==> src/rtl/tictactoe4x4_judge.sv <==
// Registered judge for a 4x4 tic-tac-toe position.
// Each clock the two occupancy maps are classified as A win, B win, draw or
// illegal. The result is registered, so it appears one cycle after the edge
// that sampled the maps.
`timescale 1ns/1ps

module tictactoe4x4_judge (
  input  logic        clk,
  input  logic        rst_n,
  input  logic [15:0] a_cells,
  input  logic [15:0] b_cells,
  output logic        a_win,
  output logic        b_win,
  output logic        draw,
  output logic        error,
  output logic [3:0]  win_line
);

  localparam int unsigned CELLS     = 16;
  localparam int unsigned NUM_LINES = 10;
  localparam int unsigned CNT_W     = 5;
  localparam int unsigned IDX_W     = 4;

  localparam logic [IDX_W-1:0] NO_LINE    = IDX_W'(15);
  localparam logic [CELLS-1:0] FULL_BOARD = 16'hFFFF;

  // Cell masks of the ten lines, indexed by their reported line number.
  // Bit k-1 is cell k, row-major.
  localparam logic [CELLS-1:0] LINE_MASK [NUM_LINES] = '{
    16'h000F,  // 0: row 0
    16'h00F0,  // 1: row 1
    16'h0F00,  // 2: row 2
    16'hF000,  // 3: row 3
    16'h1111,  // 4: column 0
    16'h2222,  // 5: column 1
    16'h4444,  // 6: column 2
    16'h8888,  // 7: column 3
    16'h8421,  // 8: main diagonal, cells 1-6-11-16
    16'h1248   // 9: anti-diagonal, cells 4-7-10-13
  };

  logic [NUM_LINES-1:0] a_own_c;
  logic [NUM_LINES-1:0] b_own_c;
  logic [CNT_W-1:0]     cnt_a_c;
  logic [CNT_W-1:0]     cnt_b_c;
  logic [CNT_W-1:0]     cnt_diff_c;
  logic                 overlap_c;
  logic                 count_bad_c;
  logic                 both_win_c;
  logic                 full_c;
  logic                 a_any_c;
  logic                 b_any_c;
  logic [IDX_W-1:0]     a_idx_c;
  logic [IDX_W-1:0]     b_idx_c;

  logic                 a_win_c;
  logic                 b_win_c;
  logic                 draw_c;
  logic                 error_c;
  logic [IDX_W-1:0]     win_line_c;

  // Line ownership: a player owns a line when every cell of its mask is set.
  always_comb begin
    a_own_c = '0;
    b_own_c = '0;
    for (int i = 0; i < NUM_LINES; i++) begin
      a_own_c[i] = ((a_cells & LINE_MASK[i]) == LINE_MASK[i]);
      b_own_c[i] = ((b_cells & LINE_MASK[i]) == LINE_MASK[i]);
    end
  end

  // Piece counts of both players.
  always_comb begin
    cnt_a_c = '0;
    cnt_b_c = '0;
    for (int i = 0; i < CELLS; i++) begin
      cnt_a_c = cnt_a_c + CNT_W'(a_cells[i]);
      cnt_b_c = cnt_b_c + CNT_W'(b_cells[i]);
    end
  end

  // Absolute count difference; unsigned subtraction ordered to avoid wrap.
  always_comb begin
    if (cnt_a_c >= cnt_b_c) begin
      cnt_diff_c = cnt_a_c - cnt_b_c;
    end else begin
      cnt_diff_c = cnt_b_c - cnt_a_c;
    end
  end

  // Lowest owned line per player; scanning downward leaves the smallest index.
  always_comb begin
    a_idx_c = NO_LINE;
    b_idx_c = NO_LINE;
    for (int i = NUM_LINES - 1; i >= 0; i--) begin
      if (a_own_c[i]) begin
        a_idx_c = IDX_W'(i);
      end
      if (b_own_c[i]) begin
        b_idx_c = IDX_W'(i);
      end
    end
  end

  // Legality checks and final classification; error overrides everything.
  always_comb begin
    a_any_c     = |a_own_c;
    b_any_c     = |b_own_c;
    overlap_c   = |(a_cells & b_cells);
    count_bad_c = (cnt_diff_c > CNT_W'(1));
    both_win_c  = a_any_c && b_any_c;
    full_c      = ((a_cells | b_cells) == FULL_BOARD);
    error_c     = overlap_c || count_bad_c || both_win_c;

    a_win_c    = 1'b0;
    b_win_c    = 1'b0;
    draw_c     = 1'b0;
    win_line_c = NO_LINE;

    if (!error_c) begin
      if (a_any_c) begin
        a_win_c    = 1'b1;
        win_line_c = a_idx_c;
      end else if (b_any_c) begin
        b_win_c    = 1'b1;
        win_line_c = b_idx_c;
      end else if (full_c) begin
        draw_c     = 1'b1;
      end
    end
  end

  // Output registers; reset clears all flags and reports no line.
  always_ff @(posedge clk or negedge rst_n) begin
    if (!rst_n) begin
      a_win    <= 1'b0;
      b_win    <= 1'b0;
      draw     <= 1'b0;
      error    <= 1'b0;
      win_line <= NO_LINE;
    end else begin
      a_win    <= a_win_c;
      b_win    <= b_win_c;
      draw     <= draw_c;
      error    <= error_c;
      win_line <= win_line_c;
    end
  end

endmodule

==> config.mk <==
export PLATFORM = sky130hd
export DESIGN_NAME = tictactoe4x4_judge
export DESIGN_NICKNAME = d
export VERILOG_FILES = /design/src/rtl/tictactoe4x4_judge.sv
export SDC_FILE = /design/constraint.sdc
export NUM_CORES = 1
export LEC_CHECK = 0
export BUFFER_PORTS_ARGS = -buffer_cell sky130_fd_sc_hd__buf_2
export CORE_UTILIZATION = 56
export DETAILED_ROUTE_END_ITERATION = 7
export GPL_ROUTABILITY_DRIVEN = 0
export PLACE_DENSITY = 0.84
export REMOVE_ABC_BUFFERS = 1
export SYNTH_ARGS = -nofsm -noshare
export SYNTH_HDL_FRONTEND = slang
export SYNTH_SLANG_ARGS = --single-unit
==> constraint.sdc <==
create_clock -name clk -period 0.8 [get_ports clk]
set_input_delay 0.16 -clock clk [delete_from_list [all_inputs] [get_ports clk]]
set_output_delay 0.16 -clock clk [all_outputs]
set_load 0.02 [all_outputs]
==> reports/qor.csv, run 1 <==
metric,value,unit
status,aborted with a tool error,
last stage reached,global routing (5_1_grt),
Tool Error,[ERROR GRT-0232] Routing congestion too high. Check the congestion heatmap in the GUI.,
grt total ovfl,9,
dpl cell area,2680,um^2
Die Ht,61.1,um
number of I/O port buffers,41,
Worst Endpoint after GRT Repair,draw$_DFF_PN0_/D,
post-synth top area share,22.5,%
CTS Sinks,8,
initial cell density of the core,58.6,%
top post-synthesis cells by count,"inv_1, fa_1, ha_1, nand4_1, nand2_1",
worst ep type,register data pin,
Netlist Area Pre-Place,1950,um^2
Post-synth top flop,dfstp_2,
CTS buffer count,3,
largest area contributor in the netlist,fa_1,
sequential area share after synthesis,10.5,%
I/O pins,42,
row count,21,
Chip Width,61.1,um
maximum number of pins on one net before global-route repair,9,
CTS root buffer,clkbuf_4,
Cell variety after synth,35,
clock buffer depth,2,
number of warnings issued by yosys,0,
GRT Util Overall,67.8,%
synth top area cells,"fa_1, ha_1, inv_1, nand4_1, dfstp_2",
fraction of registers with async set/reset,100,%
most common cell in the netlist,inv_1,
syn avg cell area,8.50,um^2
Post-synth EDFFs,0,
Synth Instances,230,
Clock H-tree levels,1,
DP HPWL,4930,um
"flops & latches, synth",8,
[repair_timing]
action                     4_1_cts
pin swaps                       21
hold buffers                     1
setup buffers                    4
setup endpoints to repair       16
gates resized for setup         34
hold endpoints to repair         8
[per-stage QoR]
| step | std cells | setup WS [ns] | setup TNS, ns | utilization, % |
|---|---|---|---|---|
| after floorplan | 229 | -3.77 | -29.50 | - |
| after global placement | 379 | -4.04 | -31.72 | 80.3 |
| after detailed placement | 379 | -4.23 | -32.96 | 80.3 |
| after CTS | 388 | -3.78 | -30.98 | 85.7 |
[layer usage]
| metal | global-route usage [%] | overflow |
|---|---|---|
| met1 | 68.4 | 0 |
| met2 | 82.6 | 7 |
| met3 | 55.7 | 0 |
| met4 | 66.2 | 2 |
| met5 | 15.7 | 0 |
[kinds of logic after synthesis]
group           Yosys count  synth area share, %
flops                     8                 10.5
simple gates             62                 18.3
mux                       1                 1.15
compound gates           46                 17.7
fa+ha+maj                43                 36.0
xor+xnor                 10                 4.48
buf+inv                  60                 11.9
==> inputs of run 2 (changes only) <==
Settings changed: CORE_UTILIZATION 56 to 40, PLACE_DENSITY 0.84 to not set, PLACE_DENSITY_LB_ADDON set to 0.15.
==> run 2 against run 1 <==
  * The flow now finishes, with violations (negative setup slack)
  * Area after synthesis is the same
  * Synthesized cell count unchanged
==> reports/qor.csv, run 2 <==
metric,value,unit
"flops & latches, synth",8,
Chip Width,71.9,um
FF/Latch Area,205,um^2
failing checks,negative setup slack,
global-route wire length before repair,9290,um
row count,25,
final setup vio count,16,
Biggest register,win_line,
multi-input logic area,1590,um^2
post-synth top area share,22.5,%
Area Overhead vs Synth,51.9,%
Cell variety after synth,35,
Die Ht,71.9,um
GRT Util Overall,22.4,%
clock buffer depth,2,
layout net count,422,
Netlist Area Pre-Place,1950,um^2
Crit. End Element,flip-flop,
Pre-antenna DRT Iters,4,
grt total ovfl,0,
syn avg cell area,8.50,um^2
most frequent cells in the layout,"buf_4, inv_1, buf_2",
max_slew headroom,76.1,%
status,"finished, violations left",
Final ANT Viol Nets,0,
Fmax achieved,223,MHz
Power Total,12100,uW
Logic pwr share,92.6,%
share of layout cells above drive strength 1,41.6,%
sequential area share after synthesis,10.5,%
Post-synth top flop,dfstp_2,
pins over their slew limit,0,
sequential power share,3.4,%
Clock power frac,4.0,%
Post-Route Setup TNS,-30.19,ns
net switching power,5510,uW
DP HPWL,4590,um
filler instances,398,
initial cell density of the core,41.4,%
Largest register FFs,4,
startpoint types,primary input,
Sw Share,45.5,%
CTS Sinks,8,
Die Area,5170,um^2
top post-synthesis cells by count,"inv_1, fa_1, ha_1, nand4_1, nand2_1",
core area,4720,um^2
Peak VDD IR,3.21,mV
initial DRC count,171,
initial antenna violation count,0,
fin crit share,561,%
setup ws final,-3.69,ns
Post-synth EDFFs,0,
routed via count,2083,
CTS tree,yes,
critical path class,in -> reg,
Routed WL per cell,13.2,um
number of warnings issued by yosys,0,
crit-path max FO,8,
Leak,0.00159,uW
largest area contributor in the netlist,fa_1,
DRC viols,0,
WP data required,0.93,ns
endpoints failing hold,0,
synth top area cells,"fa_1, ha_1, inv_1, nand4_1, dfstp_2",
Clock H-tree levels,1,
CTS root buffer,clkbuf_8,
"commonest non-fill, non-tap cell in the layout",buf_4,
ANT cells,0,
vias in the first global route,2047,
Tmin final,4.49,ns
Synth Instances,230,
maximum number of pins on one net before global-route repair,9,
worst slew pin tran,0.353,ns
number of I/O port buffers,41,
internal power,6590,uW
clk slew on worst S/H paths,0.04,ns
CTS buffer count,3,
HP Class,in -> async,
Max Cap Viol,0,
fraction of registers with async set/reset,100,%
WP data arrival,4.62,ns
final WL,5420,um
Vias/cell,5.07,
unrepaired setup endpoints after global routing,true,
most common cell in the netlist,inv_1,
I/O pins,42,
Cell Pwr Density,4080,nW/um^2
## run 2: cell counts after synthesis
No cell type changed its count.
## run 2: timing repair
action / CTS / global route
pin swaps: 19 / 6
buffers inserted: 3 / 2
hold buffers: 1 / 0
hold endpoints to repair: 8 / 0
gates resized for setup: 34 / 12
endpoints found under the setup margin: 16 / 16
## run 2: routing by layer
| metal | up-vias | wire, um | track usage, % |
|---|---|---|---|
| met3 | 4 | 289 | 1.53 |
| met4 | 0 | 25 | 1.09 |
| met1 | 975 | 2540 | 32.0 |
| li1 | 1015 | - | - |
| met5 | - | 0 | 0 |
| met2 | 89 | 2560 | 39.2 |
## run 2: metrics by stage
stage | worst slack [ns] | utilization, % | hold WS [ns] | instances | cell area [um^2]
after CTS | -3.74 | 61.5 | 0.302 | 409 | 2910
final | -3.69 | 62.8 | 0.305 | 411 | 2970
after global routing | -3.89 | 62.8 | 0.332 | 411 | 2970
after floorplan | -3.77 | - | -0.136 | 229 | 1940
after global placement | -4.06 | 57.4 | 0.000606 | 401 | 2710
after detailed placement | -4.13 | 57.4 | 0.00184 | 401 | 2710
## run 2: power by group through the flow
stage	registers, uW	logic [uW]	clock network, uW
final	413	11200	486
after global routing	413	12500	514
after CTS	413	10700	492
after detailed placement	417	9730	0
after global placement	417	9410	0
after floorplan	422	6160	0
## run 2: how the worst max path moves through the flow
stage,start,end,cells after the start
2_1_floorplan,b_cells[0],draw,17
3_3_place_gp,b_cells[0],draw,18
3_5_place_dp,b_cells[0],draw,18
4_1_cts,b_cells[15],draw,18
5_1_grt,b_cells[13],draw,18
6_report,b_cells[5],draw,18
## run 2: worst max-delay path, cell delays in order
cell     delay [ns]
buf_2          0.10
inv_2          0.04
fa_1           0.55
fa_1           0.43
fa_1           0.53
fa_1           0.43
inv_1          0.08
ha_2           0.18
inv_2          0.04
fa_2           0.58
inv_2          0.06
fa_2           0.33
a21o_1         0.19
a21oi_2        0.12
xor2_1         0.15
nand4_1        0.15
mux2i_4        0.28
nor4b_4        0.24
## run 2: logic make-up (layout without fill, tap and decap cells)
logic type                 Yosys count  in the layout  share of synthesized area [%]
DFF                                  8              8                           10.5
and+or+nand+nor                     62             62                           18.3
muxes                                1              1                           1.15
xor gates and xnor gates            10             10                           4.48
buffers and inverters               60            174                           11.9
AOI/OAI and AO/OA                   46             46                           17.7
adders and majority gates           43             43                           36.0
## run 2: final cells by class
type                    instances  share of cell area [%]
clock buffers                   4                    1.52
inverters                      59                    7.63
multi-input cells             162                    53.7
flip-flops and latches          8                    6.91
well taps                      67                    2.82
repair buffers                111                    27.4
No activity file was read; power rests on OpenSTA's default activity.
